`config.mk`:
```
export PLATFORM = sky130hd
export DESIGN_NAME = pc_sequencer
export DESIGN_NICKNAME = d
export VERILOG_FILES = /design/src/rtl/cpu_pkg.sv /design/src/rtl/pc_next_calc.sv /design/src/rtl/pc_sequencer.sv
export SDC_FILE = /design/constraint.sdc
export NUM_CORES = 1
export LEC_CHECK = 0
export CORE_UTILIZATION = 38
export CTS_CLUSTER_DIAMETER = 30
export DETAILED_ROUTE_END_ITERATION = 10
export GPL_ROUTABILITY_DRIVEN = 0
export PLACE_DENSITY_LB_ADDON = 0.05
export SLEW_MARGIN = 20
export SYNTH_ARGS = -nofsm -noshare
export SYNTH_HDL_FRONTEND = slang
export SYNTH_HIERARCHICAL = 1
export SYNTH_SLANG_ARGS = --single-unit
```
`constraint.sdc`:
```
create_clock -name clk -period 3 [get_ports clk]
set_clock_uncertainty 0.2 [all_clocks]
set_input_delay 0.6 -clock clk [delete_from_list [all_inputs] [get_ports clk]]
set_output_delay 0.6 -clock clk [all_outputs]
set_load 0.01 [all_outputs]
```
`src/rtl/cpu_pkg.sv`:
```
// Shared definitions for the 16-bit single-cycle core: opcode encodings and
// the fetch sequencer state type.
package cpu_pkg;

  localparam logic [2:0] OP_BEQ  = 3'b100;
  localparam logic [2:0] OP_JMP  = 3'b101;
  localparam logic [2:0] OP_HALT = 3'b111;

  typedef enum logic [2:0] {
    IDLE,
    RUN,
    STEP,
    ACK,
    HALTED
  } seq_state_t;

endpackage

```
`src/rtl/pc_next_calc.sv`:
```
// Combinational next-pc resolution for sequential, BEQ, JMP and HALT flow.
module pc_next_calc
  import cpu_pkg::*;
#(
  parameter int PC_W = 3
) (
  input  logic [PC_W-1:0] pc,
  input  logic [2:0]      op,
  input  logic [6:0]      imm,
  input  logic            zero_flag,
  output logic [PC_W-1:0] next_pc,
  output logic            is_halt
);

  logic [PC_W-1:0] pc_inc;
  logic [PC_W-1:0] imm_pc;

  assign pc_inc = pc + PC_W'(1);
  // Only the low PC_W immediate bits address the instruction memory; the
  // truncation also makes the BEQ offset a PC_W-bit two's-complement value.
  assign imm_pc = imm[PC_W-1:0];

  generate
    if (PC_W < 7) begin : g_imm_unused
      logic imm_high_unused;
      assign imm_high_unused = ^imm[6:PC_W];
    end
  endgenerate

  always_comb begin
    next_pc = pc_inc;
    is_halt = 1'b0;
    case (op)
      OP_HALT: begin
        next_pc = pc;
        is_halt = 1'b1;
      end
      OP_JMP: next_pc = imm_pc;
      OP_BEQ: if (zero_flag) next_pc = pc_inc + imm_pc;
      default: next_pc = pc_inc;
    endcase
  end

endmodule

```
`src/rtl/pc_sequencer.sv`:
```
// Fetch-side pc sequencer: free-run / single-step control, stall hold,
// halt detection and a saturating retired-instruction counter.
module pc_sequencer
  import cpu_pkg::*;
#(
  parameter int PC_W     = 3,
  parameter int RESET_PC = 0,
  parameter int CNT_W    = 16
) (
  input  logic             clk,
  input  logic             rst,
  input  logic             start,
  input  logic             stop,
  input  logic             step_req,
  output logic             step_ack,
  input  logic             stall,
  input  logic [2:0]       instr_op,
  input  logic [6:0]       instr_imm,
  input  logic             zero_flag,
  output logic [PC_W-1:0]  pc,
  output logic             pc_valid,
  output logic             halted,
  output logic [CNT_W-1:0] retired_cnt
);

  localparam logic [PC_W-1:0] START_PC = PC_W'(RESET_PC);

  seq_state_t       state;
  logic             ack_pending;
  logic [PC_W-1:0]  next_pc;
  logic             is_halt;
  logic [CNT_W-1:0] cnt_inc;
  logic             start_ok;

  pc_next_calc #(.PC_W(PC_W)) u_next (
    .pc        (pc),
    .op        (instr_op),
    .imm       (instr_imm),
    .zero_flag (zero_flag),
    .next_pc   (next_pc),
    .is_halt   (is_halt)
  );

  assign cnt_inc  = (retired_cnt == {CNT_W{1'b1}}) ? retired_cnt : retired_cnt + CNT_W'(1);
  assign start_ok = start && !stop;

  assign pc_valid = (state == RUN) || (state == STEP);
  assign halted   = (state == HALTED);
  // A step that lands on HALT still owes the requester its acknowledge.
  assign step_ack = (state == ACK) || ((state == HALTED) && ack_pending);

  always_ff @(posedge clk or negedge rst) begin
    if (!rst) begin
      state       <= IDLE;
      pc          <= START_PC;
      retired_cnt <= '0;
      ack_pending <= 1'b0;
    end else begin
      case (state)
        IDLE: begin
          if (start_ok) begin
            state       <= RUN;
            pc          <= START_PC;
            retired_cnt <= '0;
          end else if (step_req && !step_ack) begin
            state <= STEP;
          end
        end
        RUN: begin
          if (!stall) begin
            retired_cnt <= cnt_inc;
            pc          <= next_pc;
            if (is_halt)   state <= HALTED;
            else if (stop) state <= IDLE;
          end
        end
        STEP: begin
          if (!stall) begin
            retired_cnt <= cnt_inc;
            pc          <= next_pc;
            if (is_halt) begin
              state       <= HALTED;
              ack_pending <= 1'b1;
            end else begin
              state <= ACK;
            end
          end
        end
        ACK: begin
          if (!step_req) state <= IDLE;
        end
        HALTED: begin
          if (!step_req) ack_pending <= 1'b0;
          if (start_ok) begin
            state       <= RUN;
            pc          <= START_PC;
            retired_cnt <= '0;
            ack_pending <= 1'b0;
          end
        end
        default: state <= IDLE;
      endcase
    end
  end

endmodule

```
==> impl_metrics.toml, run 1 <==
[outcome]
status = "complete, no violations"

[timing]
rsz0062_at_grt = "false"
finalHoldViolCount = 0
relSlewSlack_pct = 73.5
finalCriticalPeriod_ns = 2.65
timing.hold.ws_ns = 0.305
fin_crit_sh_pct = 88.2
maxSlewViolCount = 0
fin_tns_setup_ns = 0
setup_slack_ns = 0.354
tightest_slew_ns = 0.397
clock.fmax_mhz = 378
setup_viol_count_final = 0

[logic_synthesis]
yosys_warnings = 6
synth_nets = 213
synthArstFlopShare_pct = 100
synthFlopType = "dfrtp_1"
synth_top_cell_by_area = "dfrtp_1"
synth_area_mm2 = 0.00161
synth_edf_count = 0
avgSynthCellArea_um2 = 8.38
yosysTopAreaCellShare_pct = 35.8
yosysUniqueCellTypes = 51
syn-instance-count = 192
synth.area.top_cells = "dfrtp_1, nand2_1, o21ai_0"
ys_seq_area_share_pct = 35.8
ys_ff_latch = 23

[clock_tree]
cts_resized = 0
cts_setup_buffers = 0
clk-insertion-delay-late_ns = 0.27
numCtsBuffers = 3
cts_tree = "built"
cts.path.max_buffers = 2
cts_root_buf = "clkbuf_8"
clock_sinks = 23
holdBufCountCts = 0
path_clk_slew_ns = 0.08
h-tree-depth = 1

[pwr]
power_frac_seq_pct = 33.8
intPower_w = 0.00103
switching_share_pct = 43.9
combPwrFrac_pct = 55.4
pwr-share-clk_pct = 10.9
cellPowerDensity_mw_per_mm2 = 897
p_switching_w = 0.000803
p_leak_nw = 0.829
peakVddDrop_mv = 0.296

[floorplanning]
io_pins = 39
fp.dieW_um = 67.1
core_mm2 = 0.00403
initial_core_util_pct = 39.9
die_h_um = 67.1
num_rows = 23
dieArea_mm2 = 0.00450

[grt]
antenna_found_initial = 0
grt_pass1_wl_um = 6650
grt-ovfl-total = 0
grt_pass1_vias = 1519
grt_max_degree = 24
globalRouteTotalUtil_pct = 19.4

[worst_setup_path]
slowest_delay_ns = 0.53
crit_path_cell_trace = "nor2_1 -> nand2_1 -> inv_1 -> a22o_1 -> clkdlybuf4s50_1"
critPathArrivalTime_ns = 1.85
critical_path_class = "reg2out"
worstPathRequired_ns = 2.20
cp_max_fo = 12
cp-end-kind = "primary output"
startpoint_type = "flip-flop"
cp_slowest_cell = "dfrtp_1"

[layout]
drive_above_1_share_pct = 10.6
post-route-util_pct = 50.6
syn_to_final_growth_pct = 26.7
nets = 249
diodes = 0

[routing]
drtAntennaViolNets = 0
drc = 0
num_vias = 1530
via_per_inst = 5.52
wl_per_cell_um = 13.9
drt-initial-drc-count = 61
wirelength_um = 3860
drtPass1Iterations = 4

[placed_design]
numPortBuffers = 34
dp_hpwl_um = 2810
pre_cts_ws_ns = 0.287

[job]
cap_viol_max_count = 0

[worst_hold_path]
hold_path_class = "reg2reg"
-- power groups by stage --
stage | clock [W] | sequential [W] | combinational [W]
after global placement | 0 | 0.000617 | 0.00101
after floorplan | 0 | 0.000603 | 0.000650
after CTS | 0.000205 | 0.000617 | 0.00102
after detailed placement | 0 | 0.000622 | 0.00102
after global routing | 0.000220 | 0.000649 | 0.00114
final | 0.000198 | 0.000618 | 0.00101
-- critical path: cells and delay by family (launching register included) --
family                 cells  cell delay, ns
buffers and inverters      2            0.63
DFF                        1            0.53
and+or+nand+nor            2            0.28
AOI/OAI and AO/OA          1            0.13
-- cell usage after synthesis, types with 3 or more instances --
| cell | count |
|---|---|
| nand3_1 | 11 |
| ha_1 | 3 |
| nand2_1 | 29 |
| clkbuf_1 | 3 |
| dfrtp_1 | 23 |
| a21oi_1 | 6 |
| o22ai_1 | 3 |
| inv_1 | 11 |
| or2_2 | 3 |
| buf_6 | 3 |
| nor2b_1 | 5 |
| nor3_1 | 3 |
| nor2_1 | 14 |
| o31ai_1 | 9 |
| a31oi_1 | 5 |
| o21ai_0 | 18 |
| nand4_1 | 4 |
-- through the flow --
| step | instance area [µm²] | power [W] | instances |
|---|---|---|---|
| after global placement | 1990 | 0.00162 | 273 |
| after CTS | 2040 | 0.00185 | 277 |
| after detailed placement | 1990 | 0.00164 | 273 |
| after global routing | 2040 | 0.00201 | 277 |
| after floorplan | 1610 | 0.00125 | 192 |
| final | 2040 | 0.00183 | 277 |
-- metal layers --
metal / vias up / global-route usage [%] / wire, µm
met2: 35 / 33.5 / 1850
met5: - / 0 / 0
met3: 5 / 2.23 / 157
li1: 769 / - / -
met1: 721 / 24.7 / 1810
met4: 0 / 6.38 / 39
-- worst paths after layout --
kind                            depth (start not counted)                          end  slack, ns                     from
min in group asynchronous                               2   retired_cnt[5]$_DFFE_PN0P_       0.48                      rst
worst min register to register                          2      ack_pending$_DFFE_PN0P_       0.31  ack_pending$_DFFE_PN0P_
max in group asynchronous                               2  retired_cnt[15]$_DFFE_PN0P_       1.89                      rst
worst min-delay path                                    2      ack_pending$_DFFE_PN0P_       0.31  ack_pending$_DFFE_PN0P_
worst max-delay path                                    5                     step_ack       0.35     state[1]$_DFFE_PN0P_
worst max register to register                          9            pc[2]$_DFFE_PN0P_       0.76        pc[0]$_DFFE_PN0P_
-- layout by cell type (no fill, tap or decap), types with 2 or more instances in the layout --
master | netlist | layout
a21oi_1 | 6 | 6
a2bb2oi_1 | 2 | 2
a31oi_1 | 5 | 5
buf_4 | 2 | 6
clkbuf_8 | 0 | 3
clkdlybuf4s50_1 | 0 | 34
dfrtp_1 | 23 | 23
ha_1 | 3 | 3
inv_1 | 11 | 11
nand2_1 | 29 | 29
nand2b_1 | 2 | 2
nand3_1 | 11 | 11
nand4_1 | 4 | 4
nor2_1 | 14 | 14
nor2b_1 | 5 | 5
nor3_1 | 3 | 3
o21ai_0 | 18 | 18
o21ai_1 | 2 | 2
o22ai_1 | 3 | 3
o31ai_1 | 9 | 9
or2_2 | 3 | 3
or3_1 | 2 | 2
-- flip-flops by register name (all words and copies together), names as in the netlist --
signal / cells
ack_pending: 1
pc: 3
retired_cnt: 16
state: 3
-- cell type report --
class,count,area (µm²)
Clock buffer,3,41.3
Tap cell,50,62.6
Timing Repair Buffer,40,385
Multi-Input combinational cell,149,927
Fill cell,391,1990
Inverter,11,41.3
Clock inverter,1,5.00
Sequential cell,23,576
-- kinds of logic after synthesis --
logic type | Yosys count | share of synthesized area (%)
xor+xnor | 3 | 2.57
mux | 1 | 0.622
buf+inv | 20 | 6.61
flops | 23 | 35.8
fa+ha+maj | 4 | 3.58
simple gates | 82 | 25.5
compound gates | 59 | 25.4
Note: power is estimated with default switching activity, not from simulation.
==> run 2: changes to the inputs <==
CORE_MARGIN = 8   (was default)
GPL_ROUTABILITY_DRIVEN = default   (was 0)
==> run 2 against run 1 <==
  * Cell area did not move
  * Routed wire length rose by 6.9%
  * Cell count did not move
  * Critical path depth did not move
  * Combinational power barely moved
  * Sequential power barely moved
  * Clock-buffer cell count did not move
  * Core utilization did not move
  * Register-to-register slack got worse by 0.03 ns
  * Critical endpoint unchanged
  * Largest cell class unchanged
==> impl_metrics.toml, run 2 (same netlist as run 1, synthesis figures left out) <==
[clock_tree]
cts_resized = 0
cts.path.max_buffers = 2
cts_setup_buffers = 0
cts_root_buf = "clkbuf_8"
path_clk_slew_ns = 0.08
clock_sinks = 23
clk-insertion-delay-late_ns = 0.26
numCtsBuffers = 3
holdBufCountCts = 0
h-tree-depth = 1
cts_tree = "built"

[worst_setup_path]
critPathArrivalTime_ns = 1.82
cp_max_fo = 12
worstPathRequired_ns = 2.20
cp-end-kind = "primary output"
slowest_delay_ns = 0.53
startpoint_type = "flip-flop"
cp_slowest_cell = "clkdlybuf4s50_1"
crit_path_cell_trace = "nor2_1 -> nand2_1 -> inv_1 -> a22o_1 -> clkdlybuf4s50_1"
critical_path_class = "reg2out"

[timing]
finalHoldViolCount = 0
maxSlewViolCount = 0
rsz0062_at_grt = "false"
setup_viol_count_final = 0
timing.hold.ws_ns = 0.321
finalCriticalPeriod_ns = 2.62
fin_tns_setup_ns = 0
fin_crit_sh_pct = 87.2
relSlewSlack_pct = 73.1
tightest_slew_ns = 0.402
clock.fmax_mhz = 382

[floorplanning]
fp.dieW_um = 81.1
die_h_um = 81.1
num_rows = 23
core_mm2 = 0.00403
dieArea_mm2 = 0.00657
io_pins = 39
initial_core_util_pct = 39.9

[routing]
via_per_inst = 5.53
wl_per_cell_um = 14.9
drtAntennaViolNets = 0
num_vias = 1532
drc = 0
drt-initial-drc-count = 63
wirelength_um = 4120
drtPass1Iterations = 4

[layout]
mostFrequentLayoutCells = "clkdlybuf4s50_1, nand2_1, dfrtp_1, o21ai_0, nor2_1"
drive_above_1_share_pct = 10.6
fill_cells = 399
syn_to_final_growth_pct = 26.7
diodes = 0
layout_commonest_cell = "clkdlybuf4s50_1"
largest_register_ffs = 16
regMostFlops = "retired_cnt"
reg_top3 = "retired_cnt (16), pc (3), state (3)"
nets = 249
design_area_mm2 = 0.00204

[grt]
grt_max_degree = 24
grt_pass1_vias = 1497
globalRouteTotalUtil_pct = 12.9
grt_pass1_wl_um = 6940
antenna_found_initial = 0
grt-ovfl-total = 0

[outcome]
status = "complete, no violations"

[placed_design]
dp_hpwl_um = 3050
placed_cell_area_mm2 = 0.00199
numPortBuffers = 34
gp_congestion = 0.814

[pwr]
cellPowerDensity_mw_per_mm2 = 901
p_leak_nw = 0.829
p_total_w = 0.00184
peakVddDrop_mv = 0.425

[job]
cap_viol_max_count = 0

[worst_hold_path]
hold_path_class = "reg2reg"
run 2: through the flow:
stage          setup slack (ns)  instances  util, %
6_report                  0.385        277     50.6
5_1_grt                   0.251        277     50.6
4_1_cts                   0.368        277     50.6
3_5_place_dp              0.264        273     49.4
3_3_place_gp              0.322        273     49.4
2_1_floorplan             0.785        192        -
run 2: worst paths after layout:
check | startpoint | to | slack [ns] | cells after the start
setup / recovery | state[1]$_DFFE_PN0P_ | step_ack | 0.38 | 5
hold / removal | ack_pending$_DFFE_PN0P_ | ack_pending$_DFFE_PN0P_ | 0.32 | 2
setup reg to reg | pc[0]$_DFFE_PN0P_ | pc[2]$_DFFE_PN0P_ | 0.73 | 9
hold reg to reg | ack_pending$_DFFE_PN0P_ | ack_pending$_DFFE_PN0P_ | 0.32 | 2
max in group asynchronous | rst | state[1]$_DFFE_PN0P_ | 1.87 | 2
min in group asynchronous | rst | retired_cnt[8]$_DFFE_PN0P_ | 0.49 | 2
run 2: worst max-delay path: cells and delay by family, from the launching register on:
kind,cells,cell delay (ns)
compound gates,1,0.13
flops,1,0.52
buf+inv,2,0.63
simple gates,2,0.28
run 2: power by group:
part	leakage, nW	switching, W	internal (W)	total (W)
Clock	0.0255	0.000102	0.0000927	0.000195
Combinational	0.511	0.000521	0.000503	0.00102
Sequential	0.293	0.000187	0.000429	0.000616
run 2: final cells by class:
class / instances / area, µm² / share of cell area, %
flip-flops and latches: 23 / 576 / 28.2
well taps: 50 / 62.6 / 3.07
multi-input cells: 149 / 927 / 45.5
inverters: 11 / 41.3 / 2.03
clock inverters: 1 / 5.00 / 0.246
repair buffers: 40 / 385 / 18.9
clock buffers: 3 / 41.3 / 2.03
run 2: metal layers:
layer | track usage, % | wire (µm) | up-vias | part of all wire (%)
met4 | 3.93 | 23 | 0 | 0.56
met5 | 0 | 0 | - | 0
met1 | 16.4 | 1900 | 736 | 46
li1 | - | - | 762 | -
met2 | 21.2 | 1940 | 32 | 47
met3 | 3.20 | 260 | 2 | 6.3
==> run 3: changes to the inputs <==
MAX_ROUTING_LAYER = met4   (was default)
==> run 3 against run 2 <==
  * Global-route usage up 0.42 points
  * Critical endpoint unchanged
  * Cell count unchanged
  * Maximum frequency is essentially flat
  * Sequential power is essentially flat
  * Cell area did not move
  * First-iteration DRC count up 6.3%
  * Largest power group unchanged
  * Clock power about the same
==> impl_metrics.toml, run 3 (same netlist as run 1, synthesis figures left out) <==
[outcome]
status = "complete, no violations"

[clock_tree]
cts_setup_buffers = 0
clk-insertion-delay-late_ns = 0.26
numCtsBuffers = 3
holdBufCountCts = 0
cts_tree = "built"
cts_root_buf = "clkbuf_8"
path_clk_slew_ns = 0.08
cts.path.max_buffers = 2
cts_resized = 0
h-tree-depth = 1
clock_sinks = 23

[pwr]
p_total_w = 0.00184
cellPowerDensity_mw_per_mm2 = 901
p_leak_nw = 0.829
peakVddDrop_mv = 0.425

[worst_setup_path]
critPathCapture = "step_ack"
startpoint_type = "flip-flop"
startpoint = "state[1]$_DFFE_PN0P_"
worstPathRequired_ns = 2.20
cp_slowest_cell = "clkdlybuf4s50_1"
slowest_delay_ns = 0.53
crit_path_cell_trace = "nor2_1 -> nand2_1 -> inv_1 -> a22o_1 -> clkdlybuf4s50_1"
critical_path_class = "reg2out"
timing.rr.start = "pc[0]$_DFFE_PN0P_"
rr_worst_depth = 9
r2r-end = "pc[2]$_DFFE_PN0P_"
critPathArrivalTime_ns = 1.81
cp-end-kind = "primary output"
reg2reg_slack_ns = 0.72
cp_max_fo = 12

[floorplanning]
io_pins = 39
die_h_um = 81.1
fp.dieW_um = 81.1
core_mm2 = 0.00403
dieArea_mm2 = 0.00657
initial_core_util_pct = 39.9
num_rows = 23

[timing]
relSlewSlack_pct = 73.1
setup_slack_ns = 0.385
timing.hold.ws_ns = 0.321
clock.fmax_mhz = 382
fin_crit_sh_pct = 87.2
fin_tns_setup_ns = 0
maxSlewViolCount = 0
rsz0062_at_grt = "false"
finalCriticalPeriod_ns = 2.61
finalHoldViolCount = 0
setup_viol_count_final = 0
tightest_slew_ns = 0.401

[grt]
globalRouteTotalUtil_pct = 13.3
grt-ovfl-total = 0
grt_pass1_wl_um = 6960
grt_pass1_vias = 1492
antenna_found_initial = 0
grt_max_degree = 24

[routing]
num_vias = 1537
drtPass1Iterations = 4
wirelength_um = 4110
wl_per_cell_um = 14.8
drt-initial-drc-count = 67
drtAntennaViolNets = 0
via_per_inst = 5.55
drc = 0

[placed_design]
pre_cts_ws_ns = 0.264
numPortBuffers = 34
gp_congestion = 0.826
dp_hpwl_um = 3050
placed_cell_area_mm2 = 0.00199

[layout]
fill_cells = 399
design_area_mm2 = 0.00204
drive_above_1_share_pct = 10.6
diodes = 0
nets = 249
regArea_um2 = 576
layout_commonest_cell = "clkdlybuf4s50_1"
reg_top3 = "retired_cnt (16), pc (3), state (3)"
largest_register_ffs = 16
syn_to_final_growth_pct = 26.7
mostFrequentLayoutCells = "clkdlybuf4s50_1, nand2_1, dfrtp_1, o21ai_0, nor2_1"
multi_input_area_um2 = 927
regMostFlops = "retired_cnt"

[worst_hold_path]
hp-start = "ack_pending$_DFFE_PN0P_"
hold_path_class = "reg2reg"

[job]
cap_viol_max_count = 0
run 3: worst min-delay path by stage:
stage,end,depth (start not counted),slack (ns)
finish,ack_pending$_DFFE_PN0P_,2,0.32
global route,ack_pending$_DFFE_PN0P_,2,0.37
CTS,ack_pending$_DFFE_PN0P_,2,0.32
detailed placement,ack_pending$_DFFE_PN0P_,2,0.30
global placement,ack_pending$_DFFE_PN0P_,2,0.29
floorplan,ack_pending$_DFFE_PN0P_,0,0.10
run 3: layout make-up:
| type | count | share of cell area (%) |
|---|---|---|
| Clock buffer | 3 | 2.03 |
| Multi-Input combinational cell | 149 | 45.5 |
| Timing Repair Buffer | 40 | 18.9 |
| Tap cell | 50 | 3.07 |
| Inverter | 11 | 2.03 |
| Clock inverter | 1 | 0.246 |
| Sequential cell | 23 | 28.2 |
run 3: through the flow:
| stage | instances | util [%] |
|---|---|---|
| 2_1_floorplan | 192 | - |
| 3_3_place_gp | 273 | 49.4 |
| 3_5_place_dp | 273 | 49.4 |
| 4_1_cts | 277 | 50.6 |
| 5_1_grt | 277 | 50.6 |
| 6_report | 277 | 50.6 |
run 3: power breakdown:
group	internal (W)	switching (W)
clock network	0.0000927	0.000102
registers	0.000429	0.000187
logic	0.000503	0.000522
run 3: worst max-delay path: cells and delay by family, from the launching register on:
family / cells / cell delay (ns)
AO/OA/AOI/OAI: 1 / 0.13
flip-flops: 1 / 0.52
buffers and inverters: 2 / 0.63
AND/OR/NAND/NOR: 2 / 0.28
run 3: per-layer routing:
metal  GRT usage, %  wire length [µm]
met2           21.1              1940
met1           16.6              1910
met3           2.98               239
met5              -                 0
met4           3.93                25
